$ cat src/rtl/joystick_input.sv
// Joystick front end for the snake game: synchronizes and debounces four raw
// contacts, turns presses into a pending turn, and commits it on step_tick.
module joystick_input #(
  parameter int unsigned DEBOUNCE_CYCLES = 250000,
  parameter bit          ACTIVE_LOW      = 1'b1
) (
  input  logic       clk,
  input  logic       reset,
  input  logic       joy_up,
  input  logic       joy_right,
  input  logic       joy_down,
  input  logic       joy_left,
  input  logic       step_tick,
  output logic [1:0] direction,
  output logic       turn_pulse,
  output logic       pending_valid
);

  typedef enum logic [1:0] {
    TOP_DIR    = 2'd0,
    RIGHT_DIR  = 2'd1,
    BOTTOM_DIR = 2'd2,
    LEFT_DIR   = 2'd3
  } dir_t;

  localparam logic [19:0] DEB_LIMIT = 20'(DEBOUNCE_CYCLES);

  logic [3:0]  raw_lines;
  logic [3:0]  sync_1;
  logic [3:0]  sync_2;
  logic [3:0]  pressed_sync;
  logic [3:0]  debounced;
  logic [3:0]  press_evt;
  logic [19:0] deb_count [4];

  dir_t dir_q;
  dir_t pending_dir;
  dir_t press_dir;
  dir_t cand_dir;
  logic press_any;
  logic cand_valid;
  logic cand_legal;

  // Bit index matches the direction encoding, so bit 0 is up and bit 3 is left.
  assign raw_lines    = {joy_left, joy_down, joy_right, joy_up};
  assign pressed_sync = ACTIVE_LOW ? ~sync_2 : sync_2;

  always_ff @(posedge clk) begin
    if (reset) begin
      sync_1 <= {4{ACTIVE_LOW}};
      sync_2 <= {4{ACTIVE_LOW}};
    end else begin
      sync_1 <= raw_lines;
      sync_2 <= sync_1;
    end
  end

  // press_evt is a one-cycle pulse on the debounced released->pressed flip.
  always_ff @(posedge clk) begin
    if (reset) begin
      debounced <= '0;
      press_evt <= '0;
      for (int i = 0; i < 4; i++) deb_count[i] <= '0;
    end else begin
      press_evt <= '0;
      for (int i = 0; i < 4; i++) begin
        if (pressed_sync[i] == debounced[i]) begin
          deb_count[i] <= '0;
        end else if (deb_count[i] == DEB_LIMIT) begin
          debounced[i]    <= pressed_sync[i];
          press_evt[i]    <= pressed_sync[i];
          deb_count[i]    <= '0;
        end else begin
          deb_count[i] <= deb_count[i] + 20'd1;
        end
      end
    end
  end

  always_comb begin
    press_any = |press_evt;
    press_dir = TOP_DIR;
    if (press_evt[0])      press_dir = TOP_DIR;
    else if (press_evt[1]) press_dir = RIGHT_DIR;
    else if (press_evt[2]) press_dir = BOTTOM_DIR;
    else if (press_evt[3]) press_dir = LEFT_DIR;

    cand_valid = press_any | pending_valid;
    cand_dir   = press_any ? press_dir : pending_dir;
    // Reversal is judged against the direction held right now, at commit time.
    cand_legal = cand_valid && (cand_dir != dir_q) && (cand_dir != (dir_q ^ 2'b10));
  end

  always_ff @(posedge clk) begin
    if (reset) begin
      dir_q         <= TOP_DIR;
      pending_dir   <= TOP_DIR;
      pending_valid <= 1'b0;
      turn_pulse    <= 1'b0;
    end else begin
      turn_pulse <= 1'b0;
      if (step_tick) begin
        pending_valid <= 1'b0;
        if (cand_legal) begin
          dir_q      <= cand_dir;
          turn_pulse <= 1'b1;
        end
      end else if (press_any) begin
        pending_dir   <= press_dir;
        pending_valid <= 1'b1;
      end
    end
  end

  assign direction = dir_q;

endmodule

$ cat config.mk
export PLATFORM = sky130hd
export DESIGN_NAME = joystick_input
export DESIGN_NICKNAME = d
export VERILOG_FILES = /design/src/rtl/joystick_input.sv
export SDC_FILE = /design/constraint.sdc
export NUM_CORES = 1
export LEC_CHECK = 0
export ABC_CLOCK_PERIOD_IN_PS = 4400
export CAP_MARGIN = 10
export CORE_MARGIN = 3
export CORE_UTILIZATION = 40
export CTS_BUF_LIST = sky130_fd_sc_hd__clkbuf_8
export DETAILED_ROUTE_END_ITERATION = 12
export PLACE_DENSITY = 0.61
export SLEW_MARGIN = 5
export SYNTH_ARGS = -nofsm -noshare
export SYNTH_HDL_FRONTEND = slang
export SYNTH_SLANG_ARGS = --single-unit
$ cat constraint.sdc
create_clock -name clk -period 4.4 [get_ports clk]
set_input_delay 0.66 -clock clk [delete_from_list [all_inputs] [get_ports clk]]
set_output_delay 0.66 -clock clk [all_outputs]
set_load 0.01 [all_outputs]
==> results.json <==
{
  "critPathKind": "flop to flop",
  "worst_slew_pin_slew_ns": 0.662,
  "synth_top_area_share_pct": 45.3,
  "synth.area.top_cells": "edfxtp_1, dfxtp_1, nor2_1, xnor2_1, xor2_1",
  "syn_to_final_growth_pct": 15.4,
  "rows": 41,
  "power_density_nw_per_um2": 303,
  "worstHoldPathCells": 1,
  "drcViolationCount": 0,
  "routedWlPerCell_um": 12.1,
  "antenna_found_initial": 0,
  "drt_first_pass_iters": 4,
  "switchingPower_mw": 0.418,
  "fmax_mhz": 428,
  "clk_pin_slew_worst_paths_ns": 0.09,
  "intPower_mw": 1.44,
  "synth_ff_type": "edfxtp_1",
  "drt_iter0_markers": 193,
  "cts_max_level": 3,
  "die_x_um": 121,
  "clock_latency_ns": 0.39,
  "cts_made_buffers": 9,
  "slew-limit-headroom_pct": 55.6,
  "setup_tns_ns": 0,
  "nNetsFinal": 619,
  "antennaDiodeCount": 0,
  "ys_seq_area_share_pct": 53.6,
  "critPathArrivalTime_ns": 2.47,
  "skew_ns": 0.0133,
  "critPathCaptureType": "flop",
  "core_area_um2": 12800,
  "post-route-period-util_pct": 53.1,
  "finalInstanceArea_um2": 6120,
  "pwr-share-seq_pct": 60.0,
  "max-cap-violations": 0,
  "grt_pass1_wl_um": 16600,
  "track_usage_pct": 14.0,
  "synth_top_area_cell": "edfxtp_1",
  "critPathRequiredTime_ns": 4.54,
  "cts_root_buf": "clkbuf_8",
  "r2r_cells": 7,
  "wl_um": 9480,
  "grt-ovfl-total": 0,
  "synth_cells": 512,
  "reg2reg_to": "deb_count[1][13]",
  "setup_violations": 0,
  "reg2reg_from": "deb_count[1][0]",
  "pwr-share-comb_pct": 4.4,
  "cts_buffer_depth": 2,
  "critPathSlowestCell": "o21ai_1",
  "power_leakage_nw": 2.05,
  "hold_viol": 0,
  "gp_congestion": 0.767,
  "path_cells": "inv_1 > ha_1 > nor4b_1 > nand3_1 > o21ai_1 > buf_4 > nor2_1",
  "cp-start-kind": "flop",
  "slew_violations": 0,
  "vias": 3889,
  "grt_max_degree": 21,
  "tritoncts": "yes",
  "yosysWarnings": 0,
  "max-vdd-ir-drop_mv": 0.146,
  "hold_start": "sync_1[1]",
  "hold_ws_ns": 0.414,
  "dieArea_um2": 14700,
  "dp_hpwl_um": 6860,
  "postPlaceCellArea_um2": 5890,
  "p_clk_share_pct": 35.5,
  "grt_pass1_vias": 3763,
  "min_path_type": "flop to flop",
  "synth_area_um2": 5300,
  "numClockSinks": 102,
  "hold_end": "sync_2[1]",
  "period_minus_slack_ns": 2.34,
  "io_pins": 11,
  "ant_nets": 0,
  "start_util_pct": 41.5,
  "synthArstFlopShare_pct": 0,
  "syn_area_per_cell_um2": 10.4,
  "sw_frac_of_total_pct": 22.5,
  "crit_path_max_incr_delay_ns": 0.56,
  "critPathMaxFanout": 11,
  "cts_setup_buffers": 0,
  "synth_seq_cells": 102,
  "synth_edf_count": 80,
  "die_h_um": 121,
  "drive_above_1_share_pct": 5.75,
  "status": "completed",
  "rsz0062_at_grt": "false",
  "synth_cell_type_count": 43,
  "r2r_setup_slack_ns": 2.06,
  "ctsResizeCount": 0,
  "via_per_inst": 4.98,
  "place.port_buffers": 10,
  "cts_hold_buf": 0,
  "nFillCells": 1219
}
==> power by group through the flow <==
stage / Combinational [mW] / Sequential (mW) / Clock [mW]
2_1_floorplan: 0.0648 / 1.12 / 0
3_3_place_gp: 0.0794 / 1.13 / 0
3_5_place_dp: 0.0810 / 1.14 / 0
4_1_cts: 0.0815 / 1.11 / 0.686
5_1_grt: 0.0958 / 1.12 / 0.720
6_report: 0.0825 / 1.11 / 0.659
==> metal layers <==
| metal | vias up | global-route usage, % | routed length (um) | part of all wire [%] |
|---|---|---|---|---|
| li1 | 1991 | - | - | - |
| met1 | 1846 | 17.2 | 4520 | 48 |
| met2 | 40 | 23.3 | 4560 | 48 |
| met3 | 12 | 4.10 | 263 | 2.8 |
| met4 | 0 | 4.90 | 136 | 1.4 |
| met5 | - | 0 | 0 | 0 |
==> flip-flops by register name, indices dropped and copies added, names as in the netlist <==
signal / cells
deb_count: 80
debounced: 4
press_evt: 4
sync_1: 4
sync_2: 4
direction: 2
pending_dir: 2
pending_valid: 1
turn_pulse: 1
==> area by class of cell <==
cell class                      count  area (um^2)  area share (%)
Sequential cell                   102         2840            46.4
Multi-Input combinational cell    456         2630            42.9
Tap cell                          172          215            3.52
Clock buffer                       13          179            2.92
Timing Repair Buffer               14          130            2.13
Inverter                           21         78.8            1.29
Clock inverter                      3         47.5           0.777
==> Yosys cell counts, drive strengths merged, types with 12 or more instances <==
cell and count:
nand2 25, nor4 21, nand4 19, or3 17
or4 16, a21oi 24, o21ai 15, xnor2 33
nand3 28, inv 21, nor2 77, edfxtp 80
dfxtp 22, o31ai 12, xor2 23
==> critical path: cells and delay by family (launching register included) <==
kind | cells | cell delay (ns)
AO/OA/AOI/OAI | 1 | 0.56
flip-flops | 1 | 0.44
buffers and inverters | 2 | 0.39
adder cells (fa/ha/maj) | 1 | 0.14
AND/OR/NAND/NOR | 3 | 0.55
==> cell usage in the layout, fill, tap and decap left out, drive strengths merged, types with 2 or more instances in the layout <==
cell type      instances
edfxtp                80
conb                  80
nor2                  77
xnor2                 33
nand3                 28
nand2                 25
a21oi                 24
xor2                  23
inv                   23
dfxtp                 22
nor4                  21
nand4                 19
or3                   17
or4                   16
o21ai                 15
clkbuf                13
o31ai                 12
nor3                  11
or2                   11
clkdlybuf4s50         10
and3                   9
ha                     8
and4                   6
nor4bb                 4
nor4b                  4
buf                    4
nor2b                  3
mux2i                  2
==> worst max path at each step <==
stage | endpoint | cells after the start | start | slack (ns)
after floorplan | deb_count[1][10] | 7 | deb_count[1][0] | 2.40
after global placement | deb_count[1][13] | 5 | reset | 1.88
after detailed placement | deb_count[1][13] | 5 | reset | 1.79
after CTS | deb_count[1][13] | 7 | deb_count[1][0] | 2.01
after global routing | deb_count[1][13] | 7 | deb_count[1][0] | 1.81
final | deb_count[1][13] | 7 | deb_count[1][0] | 2.06
==> through the flow <==
| step | util (%) | std cells | worst slack, ns | power [mW] |
|---|---|---|---|---|
| 2_1_floorplan | - | 591 | 2.40 | 1.19 |
| 3_3_place_gp | 46.1 | 765 | 1.88 | 1.21 |
| 3_5_place_dp | 46.1 | 765 | 1.79 | 1.22 |
| 4_1_cts | 47.9 | 781 | 2.01 | 1.88 |
| 5_1_grt | 47.9 | 781 | 1.81 | 1.94 |
| 6_report | 47.9 | 781 | 2.06 | 1.86 |
==> cells by family (layout without fill, tap and decap cells) <==
group | Yosys count | count (layout) | synth area share, %
AOI/OAI and AO/OA | 56 | 56 | 6.32
buffers and inverters | 33 | 51 | 2.43
DFF | 102 | 102 | 53.6
and+or+nand+nor | 253 | 253 | 25.8
other | 1 | 80 | 0.0707
muxes | 3 | 3 | 0.590
xor gates and xnor gates | 56 | 56 | 9.25
adders and majority gates | 8 | 8 | 1.89
(Power assumes the default switching activity.)
